**src/rtl/vga_sprite_module.sv**
```systemverilog
// Sprite overlay stage behind the VGA sync generator: a 16x16 monochrome sprite from an
// external ROM, bouncing one pixel per frame, with syncs delayed to match the 2-cycle pixel path.
module vga_sprite_module #(
    parameter logic [15:0] FG_COLOR = 16'hFFFF,
    parameter logic [15:0] BG_COLOR = 16'h001F,
    parameter int unsigned X_MAX    = 784,
    parameter int unsigned Y_MAX    = 584
) (
    input  logic        CLK,
    input  logic        RSTn,
    input  logic        VSYNC_Sig,
    input  logic        HSYNC_Sig,
    input  logic        Ready_Sig,
    input  logic [10:0] Column_Addr_Sig,
    input  logic [10:0] Row_Addr_Sig,
    input  logic        Move_En,
    output logic [3:0]  Rom_Addr,
    input  logic [15:0] Rom_Data,
    output logic [15:0] Rgb_Sig,
    output logic        VSYNC_Out,
    output logic        HSYNC_Out
);

    localparam int unsigned AW  = 11;
    localparam int unsigned SPR = 16;
    localparam logic [AW-1:0] X_LIM = AW'(X_MAX);
    localparam logic [AW-1:0] Y_LIM = AW'(Y_MAX);

    // Encoding: bit 1 = moving left, bit 0 = moving up
    typedef enum logic [1:0] {
        RIGHT_DOWN = 2'b00,
        RIGHT_UP   = 2'b01,
        LEFT_DOWN  = 2'b10,
        LEFT_UP    = 2'b11
    } dir_t;

    dir_t          state, state_nxt;
    logic [AW-1:0] pos_x, pos_y, pos_x_nxt, pos_y_nxt;
    logic          left_nxt, up_nxt;
    logic          vsync_prev;
    logic          tick_c;

    logic [AW-1:0] col_diff, row_diff;
    logic          hit_c;
    logic          hit_q, rdy_q, vs_q, hs_q;
    logic [3:0]    off_q;

    assign tick_c = vsync_prev & ~VSYNC_Sig;

    // Direction state and position registers
    always_ff @(posedge CLK) begin
        if (!RSTn) begin
            state      <= RIGHT_DOWN;
            pos_x      <= '0;
            pos_y      <= '0;
            vsync_prev <= 1'b1;
        end else begin
            state      <= state_nxt;
            pos_x      <= pos_x_nxt;
            pos_y      <= pos_y_nxt;
            vsync_prev <= VSYNC_Sig;
        end
    end

    // Bounce: step each axis once per frame tick, reflecting at the edges
    always_comb begin
        state_nxt = state;
        pos_x_nxt = pos_x;
        pos_y_nxt = pos_y;
        left_nxt  = state[1];
        up_nxt    = state[0];
        if (tick_c && Move_En) begin
            if (!state[1]) begin
                if (pos_x == X_LIM) begin
                    pos_x_nxt = pos_x - AW'(1);
                    left_nxt  = 1'b1;
                end else begin
                    pos_x_nxt = pos_x + AW'(1);
                end
            end else begin
                if (pos_x == '0) begin
                    pos_x_nxt = pos_x + AW'(1);
                    left_nxt  = 1'b0;
                end else begin
                    pos_x_nxt = pos_x - AW'(1);
                end
            end
            if (!state[0]) begin
                if (pos_y == Y_LIM) begin
                    pos_y_nxt = pos_y - AW'(1);
                    up_nxt    = 1'b1;
                end else begin
                    pos_y_nxt = pos_y + AW'(1);
                end
            end else begin
                if (pos_y == '0) begin
                    pos_y_nxt = pos_y + AW'(1);
                    up_nxt    = 1'b0;
                end else begin
                    pos_y_nxt = pos_y - AW'(1);
                end
            end
            state_nxt = dir_t'({left_nxt, up_nxt});
        end
    end

    assign col_diff = Column_Addr_Sig - pos_x;
    assign row_diff = Row_Addr_Sig - pos_y;
    assign hit_c    = Ready_Sig
                    && (Column_Addr_Sig >= pos_x) && (Column_Addr_Sig < pos_x + AW'(SPR))
                    && (Row_Addr_Sig >= pos_y)    && (Row_Addr_Sig < pos_y + AW'(SPR));

    // Stage 1: sprite hit test and ROM row fetch
    always_ff @(posedge CLK) begin
        if (!RSTn) begin
            Rom_Addr <= '0;
            off_q    <= '0;
            hit_q    <= 1'b0;
            rdy_q    <= 1'b0;
            vs_q     <= 1'b1;
            hs_q     <= 1'b1;
        end else begin
            if (hit_c) begin
                Rom_Addr <= row_diff[3:0];
            end
            off_q <= col_diff[3:0];
            hit_q <= hit_c;
            rdy_q <= Ready_Sig;
            vs_q  <= VSYNC_Sig;
            hs_q  <= HSYNC_Sig;
        end
    end

    // Stage 2: colour select; bit 15 of the ROM word is the leftmost pixel
    always_ff @(posedge CLK) begin
        if (!RSTn) begin
            Rgb_Sig   <= '0;
            VSYNC_Out <= 1'b1;
            HSYNC_Out <= 1'b1;
        end else begin
            if (!rdy_q) begin
                Rgb_Sig <= '0;
            end else if (hit_q && Rom_Data[~off_q]) begin
                Rgb_Sig <= FG_COLOR;
            end else begin
                Rgb_Sig <= BG_COLOR;
            end
            VSYNC_Out <= vs_q;
            HSYNC_Out <= hs_q;
        end
    end

endmodule

```
**config.mk**
```make
export PLATFORM = sky130hd
export DESIGN_NAME = vga_sprite_module
export DESIGN_NICKNAME = d
export VERILOG_FILES = /design/src/rtl/vga_sprite_module.sv
export SDC_FILE = /design/constraint.sdc
export NUM_CORES = 1
export LEC_CHECK = 0
export ABC_CLOCK_PERIOD_IN_PS = 3100
export CORE_ASPECT_RATIO = 0.7
export CORE_UTILIZATION = 40
export CTS_CLUSTER_SIZE = 20
export DETAILED_ROUTE_END_ITERATION = 8
export SYNTH_ARGS = -nofsm -noshare
export SYNTH_HDL_FRONTEND = slang
export SYNTH_SLANG_ARGS = --single-unit
```
**constraint.sdc**
```tcl
create_clock -name CLK -period 3.1 [get_ports CLK]
set_input_delay 0.31 -clock CLK [delete_from_list [all_inputs] [get_ports CLK]]
set_output_delay 0.31 -clock CLK [all_outputs]
set_load 0.005 [all_outputs]
```
==> results.md <==
* Peak supply drop at approximately 0.00017 V
* Initial DRC count at 183
* Area added between synthesis and finish at 27.22%
* DRC viols at 8
* Sw power at ~340 uW
* Core area at ~0.0080 sq mm
* Most frequent cell after synthesis: ha_1
* GRT Residual Overflow at 0
* Setup_tns at 0 ps
* HPWL Detailed at 7085 um
* Largest family of logic cells by synthesized area: simple AND/OR/NAND/NOR gates
* DR vias at just over 3000
* Skew-Pair Late Insertion Delay at between 200 and 300 ps
* Die area at 0.008871 sq mm
* Seq/Total Area, Yosys at 0.2357
* Crit path kind: flip-flop to flip-flop
* Initial Utilization at 0.4225
* Setup Viol. Count Final at 0
* Leak pwr at ~0.0017 uW
* CP required at around 3300 ps
* Area contributors post-synth: dfxtp_1 (24%), ha_1 (17%), mux2i_1 (4.4%)
* Power share of the clock group at 0.443
* Fin crit period at 2899 ps
* Initial antenna violation count at 0
* Number of global-route vias before repair at 2912
* Critical Path Start Type: flip-flop
* Sequential Power Share at 0.379
* Final Util at 0.5375
* CP Data Arrival Time at between 3000 and 4000 ps
* Drt total wl at 8701 um
* PwrDens at about 330 mW/mm^2
* Area share of and/or/nand/nor cells after synthesis at 0.2390
* Net Count, Synth at 497
* Top cell type by total area after synthesis: dfxtp_1
* Via/cell ratio at between 5 and 6
* Diode count at 0
* Share of cells above drive strength 1 at 0.1034
* Top post-synthesis cells by count: ha_1 (45), dfxtp_1 (40), nand2_1 (38), inv_1 (32), nor2_1 (29)
* Met1 Resource Use GR at 0.3352
* Mapped Avg Cell Area at around 8.4 sq um
* Mapped Cells at approximately 400
* Port bufs at between 60 and 70
* First-pass GRT wire length at around 15000 um
* Max frequency at 344.9 MHz
* Min-delay worst type: flip-flop to flip-flop
* Number of synthesized register bits at 40
* Iteration count of the initial detailed-routing pass at 7
* Io pins at 66
* Clk sinks at 40
* Failing checks: design-rule violations
* Num CTS Buffers at 5
* Mux cell area share after synthesis at 0.08729
* Final Skew at 5.980 ps
* Std cell rows at 27
* Internal power at around 1100 uW
* NumNets Final at approximately 550
* Post-synthesis xor/xnor area fraction at 0.04641
* Synthesized area at ~0.0034 sq mm
* Outcome: finished, violations left
* Asr flop ratio synth at 0
* Antenna-violating nets left at 0
* Worst Path Max Fanout at 5
* Sw Share at 0.2359
* Main synth FF type: dfxtp_1
* Root Driver: clkbuf_16
* Hold buffers post-CTS at 0
* Fin. Hold Viols at 0
* Unrepaired setup endpoints after global routing: false
* Adder-cell share of the synthesized area at 0.1775
* Clock-pin slew on the worst setup and hold paths at about 60 ps
* GR Layer Usage met3 at 0.04198
* Met2 usage at 0.3012
* Largest net degree at the start of global routing at 30
* Hold_ws at a little over 400 ps
* Clk buf depth at 2
* MaxCap Viol Count at 0
* Drt wl/cell at roughly 15 um
* Routability cong. at around 0.87
* Die H at just under 80 um
* Yosys warnings at 0
* CTS H-Tree Depth at 2
* Comb power frac at 0.178
* Post-synth top area share at 0.2357
* Compound-Gate Fraction of Synth Area at 0.1234
* Number of flops mapped to enable cells by yosys at 0
* Slew Limit Headroom at 0.4960
* Cell variety after synth at 61
* Die W at between 100 and 150 um
* Final Cycle Share at 0.9352
* CTS tree: yes
* GRT Max-Usage Layer: met1
* Total Routing Usage GR at 0.2175
* Actual slew at the worst max-slew pin at 755.1 ps
* Crit end category: flip-flop
* Final Max Slew Viols at 0
==> registers in the layout (all words and copies together) (netlist names) <==
| register | cells |
|---|---|
| state | 2 |
| vs_q | 1 |
| VSYNC_Out | 1 |
| Rom_Addr | 4 |
| hit_q | 1 |
| hs_q | 1 |
| pos_y | 11 |
| pos_x | 11 |
| off_q | 4 |
| Rgb_Sig | 2 |
| HSYNC_Out | 1 |
| rdy_q | 1 |
==> area by class of cell <==
cell class / count / area [sq um]
clock buffer: 7 / 152.6
clock inverter: 1 / 30.03
fill: 737 / 3719
inverter: 34 / 127.6
multi-input combinational: 302 / 2320
sequential: 40 / 802.0
tap: 101 / 126.4
timing repair buffer: 80 / 763.2
==> critical path, stage by stage, from the launching register on <==
cell,delay [ps]
dfxtp_2,340
ha_1,190
and3_1,220
and3_2,250
xnor2_2,180
ha_4,240
a221oi_2,260
o2111ai_1,120
or3_1,350
or4_4,480
mux2i_1,140
==> layer usage <==
layer | routed length (um) | up-vias | part of all wire
li1 | - | 1543 | -
met1 | 4812 | 1388 | 0.55
met2 | 3237 | 94 | 0.37
met3 | 571 | 7 | 0.066
met4 | 80 | 0 | 0.0092
met5 | 0 | - | 0
==> metrics by stage <==
| stage | power, uW | area (sq um) | cells | setup WS [ps] |
|---|---|---|---|---|
| detailed placement | 801.3 | 4106 | 557 | 8.201 |
| CTS | 1441 | 4293 | 565 | 85.61 |
| global route | 1497 | 4322 | 565 | 23.21 |
| finish | 1424 | 4322 | 565 | 200.9 |
| floorplan | 693.3 | 3397 | 406 | 236.8 |
| global placement | 798.3 | 4106 | 557 | 90.26 |
==> power groups by stage <==
stage	sequential, uW	clock (uW)	combinational (uW)
CTS	540	649	252
floorplan	549	0	144
global route	542	673	283
finish	540	631	253
detailed placement	551	0	250
global placement	551	0	248
==> cells by family (layout without fill, tap and decap cells) <==
kind of cell             Yosys count  in the layout
flip-flops                        40             40
XOR/XNOR                          18             18
AND/OR/NAND/NOR                  151            151
multiplexers                      23             23
AO/OA/AOI/OAI                     63             63
buffers and inverters             64            122
adder cells (fa/ha/maj)           47             47
==> cells in the final DEF, fill, tap and decap left out, types with 2 or more instances in the layout <==
cell	n
inv_1	32
a41oi_2	2
ha_1	44
and4_1	2
fa_1	2
dfxtp_1	39
clkbuf_8	2
a221oi_1	2
a21o_1	2
inv_2	2
o21ai_0	9
a211oi_1	5
o21ai_1	7
mux2_2	2
nand4_1	8
xnor2_1	16
nand2_1	38
o211ai_1	5
clkdlybuf4s50_1	65
nor2_1	29
nor4_1	6
a21oi_1	18
mux4_2	5
buf_4	15
nand3_1	16
nor2b_1	2
and2_1	2
nand2b_1	7
and3_1	9
clkbuf_16	5
or3_1	7
mux2i_1	15
nor3_1	9
==> final timing paths <==
path / slack, ps / cells past startpoint / endpoint / start
worst max-delay path: 200 / 10 / Rom_Addr[3] / pos_x[5]
worst min-delay path: 400 / 1 / HSYNC_Out / hs_q
worst max register to register: 200 / 10 / Rom_Addr[3] / pos_x[5]
worst min register to register: 400 / 1 / HSYNC_Out / hs_q
==> timing repair <==
item,in CTS,in global routing
gates cloned,0,0
setup buffers,0,0
pin swaps,0,1
endpoints found under the setup margin,4,5
resized for setup,1,5
Power figures use the tool's default switching activity.
